## src/rtl/fetch_queue_pkg.sv

```systemverilog
// fetch_queue_pkg: shared fetch/decode types and queue defaults
package fetch_queue_pkg;
  typedef logic [31:0] word_t;
  typedef struct packed {
    word_t instr;
    word_t pc;
    logic  exc_adel;
  } fetch_entry_t;
  localparam int FQ_DEPTH = 8;
endpackage

```

## src/rtl/fetch_queue_if.sv

```systemverilog
// fetch_queue_if: fetch-side push, decode-side pop and flush bundle
interface fetch_queue_if import fetch_queue_pkg::*; #(
  parameter int DEPTH = FQ_DEPTH
) ();
  localparam int PTR_W = $clog2(DEPTH);
  logic               flush;
  logic [1:0]         in_valid;
  fetch_entry_t       in_entry0;
  fetch_entry_t       in_entry1;
  logic               in_ready;
  logic [1:0]         out_valid;
  fetch_entry_t       out_entry0;
  fetch_entry_t       out_entry1;
  logic [1:0]         out_pop;
  logic [PTR_W:0]     count;
  modport master (
    output flush, in_valid, in_entry0, in_entry1, out_pop,
    input  in_ready, out_valid, out_entry0, out_entry1, count
  );
  modport slave (
    input  flush, in_valid, in_entry0, in_entry1, out_pop,
    output in_ready, out_valid, out_entry0, out_entry1, count
  );
endinterface

```

## src/rtl/fetch_queue_mem.sv

```systemverilog
// fetch_queue_mem: unreset entry array, two write and two combinational read ports
module fetch_queue_mem import fetch_queue_pkg::*; #(
  parameter int DEPTH = FQ_DEPTH,
  localparam int AW = $clog2(DEPTH)
) (
  input  logic         clk,
  input  logic [AW-1:0] wa0,
  input  logic         we0,
  input  fetch_entry_t wd0,
  input  logic [AW-1:0] wa1,
  input  logic         we1,
  input  fetch_entry_t wd1,
  input  logic [AW-1:0] ra0,
  input  logic [AW-1:0] ra1,
  output fetch_entry_t rd0,
  output fetch_entry_t rd1
);
  fetch_entry_t mem [DEPTH];
  always_ff @(posedge clk) begin
    if (we0) mem[wa0] <= wd0;
    if (we1) mem[wa1] <= wd1;
  end
  assign rd0 = mem[ra0];
  assign rd1 = mem[ra1];
endmodule

```

## src/rtl/fetch_queue.sv

```systemverilog
// fetch_queue: 2-wide instruction queue between fetch and decode, flushed on redirect
module fetch_queue import fetch_queue_pkg::*; #(
  parameter int DEPTH = FQ_DEPTH,
  localparam int PTR_W = $clog2(DEPTH)
) (
  input logic          clk,
  input logic          resetn,
  fetch_queue_if.slave q
);
  logic [PTR_W-1:0] head, tail;
  logic [PTR_W:0]   cnt;
  logic [1:0]       push_n, pop_n;
  logic             pop0, pop1;
  assign q.count     = cnt;
  assign q.in_ready  = cnt <= (PTR_W+1)'(DEPTH - 2);
  assign q.out_valid = {cnt >= (PTR_W+1)'(2), cnt != '0};
  assign push_n      = (q.in_ready & q.in_valid[0]) ? (q.in_valid[1] ? 2'd2 : 2'd1) : 2'd0;
  // pops are masked by occupancy so count can never underflow
  assign pop0        = q.out_pop[0] & q.out_valid[0];
  assign pop1        = pop0 & q.out_pop[1] & q.out_valid[1];
  assign pop_n       = pop1 ? 2'd2 : {1'b0, pop0};
  fetch_queue_mem #(.DEPTH(DEPTH)) u_mem (
    .clk (clk),
    .wa0 (tail),
    .we0 (~q.flush & (push_n != 2'd0)),
    .wd0 (q.in_entry0),
    .wa1 (tail + PTR_W'(1)),
    .we1 (~q.flush & (push_n == 2'd2)),
    .wd1 (q.in_entry1),
    .ra0 (head),
    .ra1 (head + PTR_W'(1)),
    .rd0 (q.out_entry0),
    .rd1 (q.out_entry1)
  );
  always_ff @(posedge clk or negedge resetn) begin
    if (!resetn) begin
      head <= '0;
      tail <= '0;
      cnt  <= '0;
    end else if (q.flush) begin
      head <= '0;
      tail <= '0;
      cnt  <= '0;
    end else begin
      head <= head + PTR_W'(pop_n);
      tail <= tail + PTR_W'(push_n);
      cnt  <= cnt + (PTR_W+1)'(push_n) - (PTR_W+1)'(pop_n);
    end
  end
  a_in_valid: assert property (@(posedge clk) disable iff (!resetn) q.in_valid != 2'b10);
  a_pop_order: assert property (@(posedge clk) disable iff (!resetn) !(q.out_pop[1] & ~q.out_pop[0]));
  a_pop_valid: assert property (@(posedge clk) disable iff (!resetn) (q.out_pop & ~q.out_valid) == 2'b00);
  a_count: assert property (@(posedge clk) disable iff (!resetn)
    cnt <= (PTR_W+1)'(DEPTH) && PTR_W'(tail - head) == cnt[PTR_W-1:0]);
endmodule
```

## src/flat_wrapper.sv

```systemverilog
// flat-port wrapper written by rule: the top's interface ports become plain ports
module fetch_queue_flat import fetch_queue_pkg::*;
#(
  parameter int DEPTH = FQ_DEPTH,
  localparam int PTR_W = $clog2(DEPTH)
)
  (clk, resetn, q_flush, q_in_valid, q_in_entry0, q_in_entry1, q_out_pop, q_in_ready, q_out_valid, q_out_entry0, q_out_entry1, q_count);
  fetch_queue_if #(.DEPTH(DEPTH)) q_i ();
  input logic clk;
  input logic resetn;
  input wire logic [$bits(q_i.flush)-1:0] q_flush;
  input wire logic [$bits(q_i.in_valid)-1:0] q_in_valid;
  input wire logic [$bits(q_i.in_entry0)-1:0] q_in_entry0;
  input wire logic [$bits(q_i.in_entry1)-1:0] q_in_entry1;
  input wire logic [$bits(q_i.out_pop)-1:0] q_out_pop;
  output wire logic [$bits(q_i.in_ready)-1:0] q_in_ready;
  output wire logic [$bits(q_i.out_valid)-1:0] q_out_valid;
  output wire logic [$bits(q_i.out_entry0)-1:0] q_out_entry0;
  output wire logic [$bits(q_i.out_entry1)-1:0] q_out_entry1;
  output wire logic [$bits(q_i.count)-1:0] q_count;
  assign q_i.flush = q_flush;
  assign q_i.in_valid = q_in_valid;
  assign q_i.in_entry0 = q_in_entry0;
  assign q_i.in_entry1 = q_in_entry1;
  assign q_i.out_pop = q_out_pop;
  assign q_in_ready = q_i.in_ready;
  assign q_out_valid = q_i.out_valid;
  assign q_out_entry0 = q_i.out_entry0;
  assign q_out_entry1 = q_i.out_entry1;
  assign q_count = q_i.count;
  fetch_queue #(.DEPTH(DEPTH)) u_core (.clk(clk), .resetn(resetn), .q(q_i));
endmodule
```

## config.mk

```make
export PLATFORM = sky130hd
export DESIGN_NAME = fetch_queue_flat
export DESIGN_NICKNAME = d
export VERILOG_FILES = /design/src/rtl/fetch_queue_pkg.sv /design/src/rtl/fetch_queue_if.sv /design/src/rtl/fetch_queue_mem.sv /design/src/rtl/fetch_queue.sv /design/src/flat_wrapper.sv
export SDC_FILE = /design/constraint.sdc
export NUM_CORES = 1
export LEC_CHECK = 0
export BUFFER_PORTS_ARGS = -buffer_cell sky130_fd_sc_hd__buf_2
export CORE_MARGIN = 8
export CORE_UTILIZATION = 36
export DETAILED_ROUTE_END_ITERATION = 12
export HOLD_SLACK_MARGIN = 0.08
export PLACE_DENSITY = 0.51
export SYNTH_ARGS = -nofsm -noshare
export SYNTH_HDL_FRONTEND = slang
export SYNTH_SLANG_ARGS = --single-unit
```

## constraint.sdc

```tcl
create_clock -name clk -period 12.2 [get_ports clk]
set_input_delay 1.83 -clock clk [delete_from_list [all_inputs] [get_ports clk]]
set_output_delay 1.83 -clock clk [all_outputs]
set_load 0.02 [all_outputs]
```

-- After elaboration in Yosys (flattened, before gate mapping)
Memories as Yosys holds them, arrays and structs flattened.
Cells that the tools add are included.
- flip-flop bits (word level): 10
- bits in latches: 0
- RAM bits: 520
- ROM bits: 0
- output and inout bits: 137
- word-level logic and storage cells: 32
- memories kept: 1
- memories (memory ; words ; width ; read ports ; clocked after memory_dff ; write ports ; RTL line ; RTL):
    u_core.u_mem.mem ; 8 ; 65 ; 2 ; 0 ; 2 ; fetch_queue_mem.sv:18 ; fetch_entry_t mem [DEPTH];
- add/sub/neg operators: 6
- $mul: 0
- divide/modulo/power cells: 0
- $lt $le $gt $ge: 2
- equal/unequal tests: 1
- shift operators: 0
- multiplexer cells: 10
- bitwise operators: 7
- reduce and logical (&&, ||, !) cells: 2
- operators by type and width (kind ; number):
    $add A3 B1 Y3 const B ; 2
    $add A3 B2 Y3 ; 2
    $and A1 B1 Y1 ; 6
    $mux W2 ; 3
    $mux W3 ; 2
    $add A4 B2 Y4 ; 1
    $ge A4 B2 Y1 const B ; 1
    $le A4 B3 Y1 const B ; 1
    $mux W1 ; 4
    $mux W4 ; 1
    $reduce_bool A4 Y1 ; 1
    $sub A4 B2 Y4 ; 1
    $eq A2 B2 Y1 const B ; 1
    $reduce_bool A2 Y1 ; 1
    $not A1 Y1 ; 1

-- Logic depth before layout (Yosys ltp)
Gate-level depths: netlist (run 1).
- depth after elaboration: 7
- gate-level depth with buffers: 13
- gate-level depth less buffers: 13

-- Cells and area by module
A second synthesis (run 1) with hierarchy kept.
- cells, all modules: 1654
- area, all modules: 30486.7 µm²
- by module, submodules not included (module ; instances ; cells an instance ; area an instance (µm²)):
    fetch_queue_mem ; 1 ; 1580 ; 29762.3
    fetch_queue ; 1 ; 74 ; 724.4

-- Worst setup path before layout (run 1)
Ideal clock, no wire load.
- path kind: input -> register
- start point: input port q_in_valid[1]
- end point: memory u_core.u_mem.mem[3][0] (netlist bit), enable pin
- library setup time: 0.509 ns
- data arrival time: 5.412 ns
- required time: 11.691 ns
- path slack: 6.279 ns
- stages on the path: 3
- buffers on the path: 1
- path through: clkbuf_1 -> nand4b_1 -> a21oi_1
- RTL lines (what ; RTL line ; RTL):
    start, declared ; flat_wrapper.sv:12 ; input wire logic [$bits(q_i.in_valid)-1:0] q_in_valid;
    end, declared ; fetch_queue_mem.sv:18 ;

-- Worst setup path after layout (run 1)
- start point: register u_core.head[1]
- end point: output port q_out_entry1[15]
- cells in the longest elaborated chain, start to end: 2
- ends and longest elaborated chain (what ; RTL line ; RTL):
    start, declared ; fetch_queue.sv:10 ; logic [PTR_W-1:0] head, tail;
    start signal, assigned ; fetch_queue.sv:45 ; head <= head + PTR_W'(pop_n);
    $add A3 B1 Y3 ; fetch_queue.sv:31 ; .ra1 (head + PTR_W'(1)),
    $mem_v2 Z8 W65 ; n/a ;
    end, declared ; flat_wrapper.sv:19 ; output wire logic [$bits(q_i.out_entry1)-1:0] q_out_entry1;
Every way passes these cells.

==> results of run 1 <==
[layer usage]
| layer | wire, µm | global-route usage (%) | vias to the layer above |
|---|---|---|---|
| met5 | 184 | 0 | - |
| met4 | 1640 | 4.55 | 28 |
| met3 | 5140 | 3.75 | 131 |
| met2 | 46400 | 33.1 | 461 |
| met1 | 40500 | 25.8 | 9419 |
| li1 | - | - | 7526 |
[power groups by stage]
stage	Sequential, µW	Clock, µW	Combinational, µW
2_1_floorplan	2180	0	2210
3_3_place_gp	2210	0	3080
3_5_place_dp	2210	0	3090
4_1_cts	2180	1930	3110
5_1_grt	2180	1990	3240
6_report	2170	1870	3020
[through the flow]
step | std cells | hold WS [ns] | total power, µW | instance area [µm²] | worst slack, ns
floorplan | 1673 | 0.608 | 4390 | 30600 | 6.28
global placement | 2993 | 0.813 | 5290 | 33100 | 6.04
detailed placement | 2993 | 0.820 | 5300 | 33100 | 5.98
CTS | 3109 | 0.836 | 7210 | 35100 | 5.32
global route | 3113 | 0.863 | 7410 | 35100 | 5.18
finish | 3118 | 0.828 | 7060 | 35100 | 5.62
[worst max-delay path, delay by kind of cell, from the launching register on]
family / cells / cell delay, ns
multiplexers: 2 / 0.92
adder cells (fa/ha/maj): 1 / 0.83
flip-flops: 1 / 0.68
buffers and inverters: 3 / 1.62
[cells in the final DEF, fill, tap and decap left out, types with 4 or more instances in the layout]
cell	n
nor2_4	4
mux2_2	605
buf_2	273
mux4_2	260
diode_2	9
inv_1	9
mux2_1	45
nand3_1	4
a21oi_4	5
dfrtp_1	7
clkbuf_1	28
ha_1	10
nand3_4	4
bufinv_16	4
clkbuf_16	68
nor2b_1	4
buf_4	37
clkinv_1	11
edfxtp_1	520
nand2_1	7
nor2_1	9
nand3b_1	5
[layout make-up]
class                      instances  area (µm²)
sequential                       530       15900
inverter                          10        37.5
clock inverter                    20         204
clock buffer                      96        1810
multi-input combinational        998       14000
tap                             1144        1430
antenna                            9        22.5
timing repair buffer             311        1660
fill                            7662       49700
[flip-flops by register name, indices dropped and copies added, names as in the netlist]
signal / cells
u_core.head: 3
u_core.u_mem.mem: 520
u_core.q.count: 4
u_core.tail: 3
[path summary, 6_finish.rpt]
kind / depth (start not counted) / slack, ns / from / end
max: 6 / 5.62 / u_core.head[1]$_DFF_PN0_ / q_out_entry1[15]
min: 4 / 0.83 / u_core.q.count[2]$_DFF_PN0_ / u_core.q.count[3]$_DFF_PN0_
max reg2reg: 8 / 7.90 / u_core.q.count[3]$_DFF_PN0_ / u_core.u_mem.mem[4][29]$_DFFE_PP_
min reg2reg: 4 / 0.83 / u_core.q.count[2]$_DFF_PN0_ / u_core.q.count[3]$_DFF_PN0_
max in group asynchronous: 1 / 10.81 / resetn / u_core.head[2]$_DFF_PN0_
min in group asynchronous: 1 / 1.12 / resetn / u_core.q.count[3]$_DFF_PN0_
[Yosys cell counts (all sizes together) (5+ instances only)]
master,instances
mux2,650
edfxtp,520
mux4,260
buf,109
clkbuf,26
nor2,13
ha,11
dfrtp,10
inv,10
nand3,8
nand2,7
a21oi,6
nor3,6
nand3b,5
[cells by family (layout without fill, tap and decap cells)]
| logic type | count (synthesis) | count (layout) | share of synthesized area, % |
|---|---|---|---|
| multiplexers | 911 | 911 | 43.1 |
| other | 0 | 9 | 0 |
| adder cells (fa/ha/maj) | 14 | 14 | 0.645 |
| AO/OA/AOI/OAI | 11 | 11 | 0.225 |
| flip-flops | 530 | 530 | 51.8 |
| XOR/XNOR | 8 | 8 | 0.315 |
| buffers and inverters | 145 | 437 | 2.96 |
| AND/OR/NAND/NOR | 54 | 54 | 1.01 |
==> metrics, run 1 <==
headroom to the max-slew limit 26.5%; Synth Register Bits 530; Tcrit/Tclk final a little over half; worst-path maximum fanout 36; Post-synth ARST share 1.89%; fmax ~0.15 GHz; Setup Viol. Count Final 0; Setup crit start kind register; Int Power 4630 µW; # resized after CTS 0; Root Buffer clkbuf_16; Psw between 2000 and 2500 µW; sequential fraction of design power 30.8%; GRT overflow 0; Period minus WS final 6.58 ns; H-tree levels 3; Power Density 201 nW/µm²; CTS Buf Count 67; Die Y 308 µm; Post-synth top flop edfxtp_1; final antenna-violating net count 0; Final Net Count 2069; area grow syn2layout 14.5%; Worst-Skew Late Latency 0.59 ns; Rows 107; Pleak 0.0113 µW; Unique masters post-synth 38; GP Congestion 0.748; crit-path max cell delay 0.83 ns; sequential area share after synthesis 51.8%; Critical Path Sink Type output port; Mapped Cells about 1700; DRT Pass-1 Iters 5; Clock Skew between 0.02 and 0.025 ns; Chip Width ~300 µm; power share of the clock group between 20% and 30%; initial core utilization 36.1%; peak supply drop 145 µV; HPWL after DPL 51900 µm; CP dominant cell by count buf_4; PortBufs 273; Synth area leader edfxtp_1; largest net degree at the start of global routing between 150 and 200; sw frac 34.4%; Post-Route WL 93900 µm; Comb pwr share 42.7%; clock-pin slew on the worst setup and hold paths 0.06 ns; wire per inst ~30 µm; die area between 90000 and 100000 µm²; Syn Nets 1824; post-cts hold buffer count 0; Warnings, synthesis 0; fin. max-slew vios 0; final core occ 41.4%; RSZ-0062 raised after global routing no; global-route wire length before repair 136000 µm; slowest stage cell, crit path ha_4; hold crit path type register to register; Setup Buffers After CTS 0; status completed; DRT iter0 DRCs about 1300; kind of critical path register to output port; IO Count about 270; routed vias/inst 5.63; GR Util All Layers between 15 and 20%; synthesized area per cell 18.3 µm²; clk buf depth 3; initial antenna violation count 25; Cell Area, Synth 30600 µm²; Yosys top cell area share 51.0%; endpoints failing hold 0; clock sinks 530; worst endpoint data arrival time 4.75 ns; Worst-Margin Slew 1.10 ns; CTS tree built; synth top area cells edfxtp_1, mux2_2, mux4_2; crit-path cells ha_4, buf_4, buf_4, mux4_2, mux2_2, buf_2; max-cap viol count 0; Req. time, crit path 10.37 ns; setup TNS 0 ns; core box area roughly 85000 µm²; layout cells sized above 1 65.1%; vias roughly 18000; drt drc 0; vias in the first global route approximately 19000; number of flops mapped to enable cells by yosys 520
No activity file was read; power rests on OpenSTA's default activity.
==> run 2: changes to the inputs <==
--- a/config.mk
+++ b/config.mk
@@ -5,12 +5,13 @@
 export SDC_FILE = /design/constraint.sdc
 export NUM_CORES = 1
 export LEC_CHECK = 0
+export ABC_AREA = 1
 export BUFFER_PORTS_ARGS = -buffer_cell sky130_fd_sc_hd__buf_2
 export CORE_MARGIN = 8
 export CORE_UTILIZATION = 36
 export DETAILED_ROUTE_END_ITERATION = 12
 export HOLD_SLACK_MARGIN = 0.08
-export PLACE_DENSITY = 0.51
+export PLACE_DENSITY = 0.5
 export SYNTH_ARGS = -nofsm -noshare
 export SYNTH_HDL_FRONTEND = slang
 export SYNTH_SLANG_ARGS = --single-unit
==> constraint.sdc (replaced) <==
create_clock -name clk -period 6.8 [get_ports clk]
set_input_delay 1.02 -clock clk [delete_from_list [all_inputs] [get_ports clk]]
set_output_delay 1.02 -clock clk [all_outputs]
set_load 0.02 [all_outputs]
==> metrics, run 2 <==
DRT iter0 DRCs 3478 (was 1321); # resized after CTS 0 (unchanged); initial antenna violation count 10 (was 25); slowest stage cell, crit path ha_4 (unchanged); Post-synth top flop edfxtp_1 (unchanged); hold crit path type input port to async pin (was register to register); routed vias/inst 5.77 (was 5.63); worst-path maximum fanout 60 (was 36); crit-path cells ha_4, buf_4, buf_4, o211ai_1, nand2_1, inv_1, o21ai_1, buf_2 (was ha_4, buf_4, buf_4, mux4_2, mux2_2, buf_2); DRT Pass-1 Iters 6 (was 5); Post-Route WL 139000 µm (was 93900 µm); clk buf depth 3 (unchanged); Worst-Margin Slew 1.27 ns (was 1.10 ns); commonest non-fill, non-tap cell in the layout nand2_1 (was mux2_2); Setup Viol. Count Final 0 (unchanged); initial core utilization 36.3% (was 36.1%); clock-pin slew on the worst setup and hold paths 0.06 ns (about the same); Pleak 0.0159 µW (was 0.0113 µW); global-route wire length before repair 207000 µm (was 136000 µm); vias in the first global route 31877 (was 19093); status completed (unchanged); area grow syn2layout 9.11% (was 14.5%); Crit path max-delay family buffers and inverters (unchanged); number of flops mapped to enable cells by yosys 520 (unchanged); hold_ws 0.283 ns (was 0.828 ns); Sequential Area 15900 µm² (unchanged); post-synthesis mux area share 0% (was 43.1%); clock sinks 530 (unchanged); drt drc 0 (unchanged); sw frac 47.6% (was 34.4%); fin. max-slew vios 0 (unchanged); Critical Path Sink Type output port (unchanged); Rows 114 (was 107); Comb pwr share 51.2% (was 42.7%); setup TNS 0 ns (unchanged); max-cap viol count 0 (unchanged); CP dominant cell by count buf_4 (unchanged); synth top area cells edfxtp_1, nand2_1, nand4_1 (was edfxtp_1, mux2_2, mux4_2); kind of critical path register to output port (unchanged); CTS tree built (unchanged); most frequent cells in the layout nand2_1, nand4_1, edfxtp_1 (was mux2_2, edfxtp_1, buf_2); core box area 96700 µm² (was 84700 µm²); HPWL after DPL 74700 µm (was 51900 µm); FILL cells 9862 (was 7662); largest family of logic cells by synthesized area simple AND/OR/NAND/NOR gates (was multiplexers); final antenna-violating net count 0 (unchanged); Tcrit/Tclk final 78.6%; crit-path max cell delay 0.75 ns (was 0.83 ns); GR Util All Layers 24.7% (was 19.5%); Post-synth ARST share 1.89% (unchanged); Syn Nets 4743 (was 1824); count leader, synth nand2_1 (was mux2_2); Yosys top cell area share 44.5% (was 51.0%); RSZ-0062 raised after global routing no (unchanged); fmax 0.187 GHz; PortBufs 273 (unchanged); worst endpoint data arrival time 4.32 ns (was 4.75 ns); GRT overflow 0 (unchanged); peak supply drop 301 µV (was 145 µV); Power Density 399 nW/µm² (was 201 nW/µm²); Unique masters post-synth 26 (was 38); Int Power 8000 µW (was 4630 µW); Synth area leader edfxtp_1 (unchanged); Cell Area, Synth 35100 µm² (was 30600 µm²); most instantiated cells after synthesis nand2_1, nand4_1, edfxtp_1 (was mux2_2, edfxtp_1, mux4_2); Buf/Inv on CP 4 (was 3); GP Congestion 0.796 (was 0.748); Die Y 328 µm (was 308 µm); IO Count 274 (unchanged); power share of the clock group 23.0% (was 26.5%); sequential area share after synthesis 45.2% (was 51.8%); Setup crit start kind register (unchanged); endpoints failing hold 0 (unchanged); Synth Register Bits 530 (unchanged); Synth Area in Compound Gates 14.5% (was 0.225%); Setup Buffers After CTS 0 (unchanged); sequential fraction of design power 25.8% (was 30.8%); die area 108000 µm² (was 94700 µm²); vias 33223 (was 17565); CTS Buf Count 68 (was 67); Clock Skew 0.0260 ns (was 0.0242 ns); Warnings, synthesis 0 (unchanged); Root Buffer clkbuf_16 (unchanged); Largest register FFs 520 (unchanged); wire per inst 24.2 µm (was 30.1 µm); Biggest register u_core.u_mem.mem (unchanged); Final Net Count 4575 (was 2069); layout cells sized above 1 10.1% (was 65.1%); Worst-Skew Late Latency 0.63 ns (was 0.59 ns); H-tree levels 3 (unchanged); largest net degree at the start of global routing 214 (was 153); footprint of the multi-input gates 15500 µm² (was 14000 µm²); Synth Area in Adders 0.563% (was 0.645%); Period minus WS final about 5.3 ns; Chip Width 328 µm (was 308 µm); Psw 7280 µW (was 2430 µW); Synth Area in XOR/XNOR 0.0999% (was 0.315%); post-cts hold buffer count 0 (unchanged); share of synthesized cell area in and, or, nand and nor gates 28.5% (was 1.01%); Mapped Cells 4592 (was 1673); Req. time, crit path 5.78 ns (was 10.37 ns); headroom to the max-slew limit 15.2% (was 26.5%); synthesized area per cell 7.64 µm² (was 18.3 µm²)
==> run 2: per-stage QoR <==
step           instance area, µm²  std cells  util (%)  power (µW)  setup WS, ns
2_1_floorplan               35100       4592         -        9280          3.03
3_3_place_gp                36200       5630      37.4       11800          2.08
3_5_place_dp                36200       5630      37.4       11800          2.09
4_1_cts                     38300       5746      39.6       15400          1.43
5_1_grt                     38300       5749      39.6       16200          1.32
6_report                    38300       5753      39.6       15300          1.46
==> run 2: power by group through the flow <==
stage | clock network, µW | logic, µW | registers (µW)
floorplan | 0 | 5340 | 3930
global placement | 0 | 7820 | 4010
detailed placement | 0 | 7830 | 4010
CTS | 3580 | 7850 | 3940
global route | 3680 | 8540 | 3950
finish | 3520 | 7820 | 3940
==> run 2: final timing paths <==
path / end / slack [ns] / depth (start not counted) / from
max: q_out_entry1[54] / 1.46 / 8 / u_core.head[1]$_DFF_PN0_
min: u_core.tail[2]$_DFF_PN0_ / 0.28 / 1 / resetn
max reg2reg: u_core.u_mem.mem[6][36]$_DFFE_PP_ / 2.78 / 10 / u_core.q.count[3]$_DFF_PN0_
min reg2reg: u_core.q.count[2]$_DFF_PN0_ / 0.76 / 3 / u_core.q.count[2]$_DFF_PN0_
max in group asynchronous: u_core.head[1]$_DFF_PN0_ / 6.26 / 1 / resetn
min in group clk: u_core.tail[2]$_DFF_PN0_ / 0.75 / 2 / q_flush
==> run 2: area by class of cell <==
class                           count  area share [%]
Antenna cell                        7          0.0458
Clock buffer                       89            4.79
Clock inverter                     27           0.631
Tap cell                         1276            4.17
Inverter                          352            3.49
Timing Repair Buffer              326            4.83
Multi-Input combinational cell   3146            40.6
Sequential cell                   530            41.5
==> run 2: cells by family after synthesis <==
kind of cell	after synthesis
xor gates and xnor gates	4
and+or+nand+nor	2211
adders and majority gates	14
buffers and inverters	916
AOI/OAI and AO/OA	917
DFF	530
==> run 2: metal layers <==
layer / wire [µm] / global-route usage [%] / vias to the layer above / share of wire [%]
li1: - / - / 15526 / -
met1: 59000 / 32.8 / 15951 / 42
met2: 65000 / 40.5 / 1470 / 47
met3: 10600 / 3.80 / 272 / 7.6
met4: 4440 / 9.23 / 4 / 3.2
met5: 21 / 0 / - / 0.015
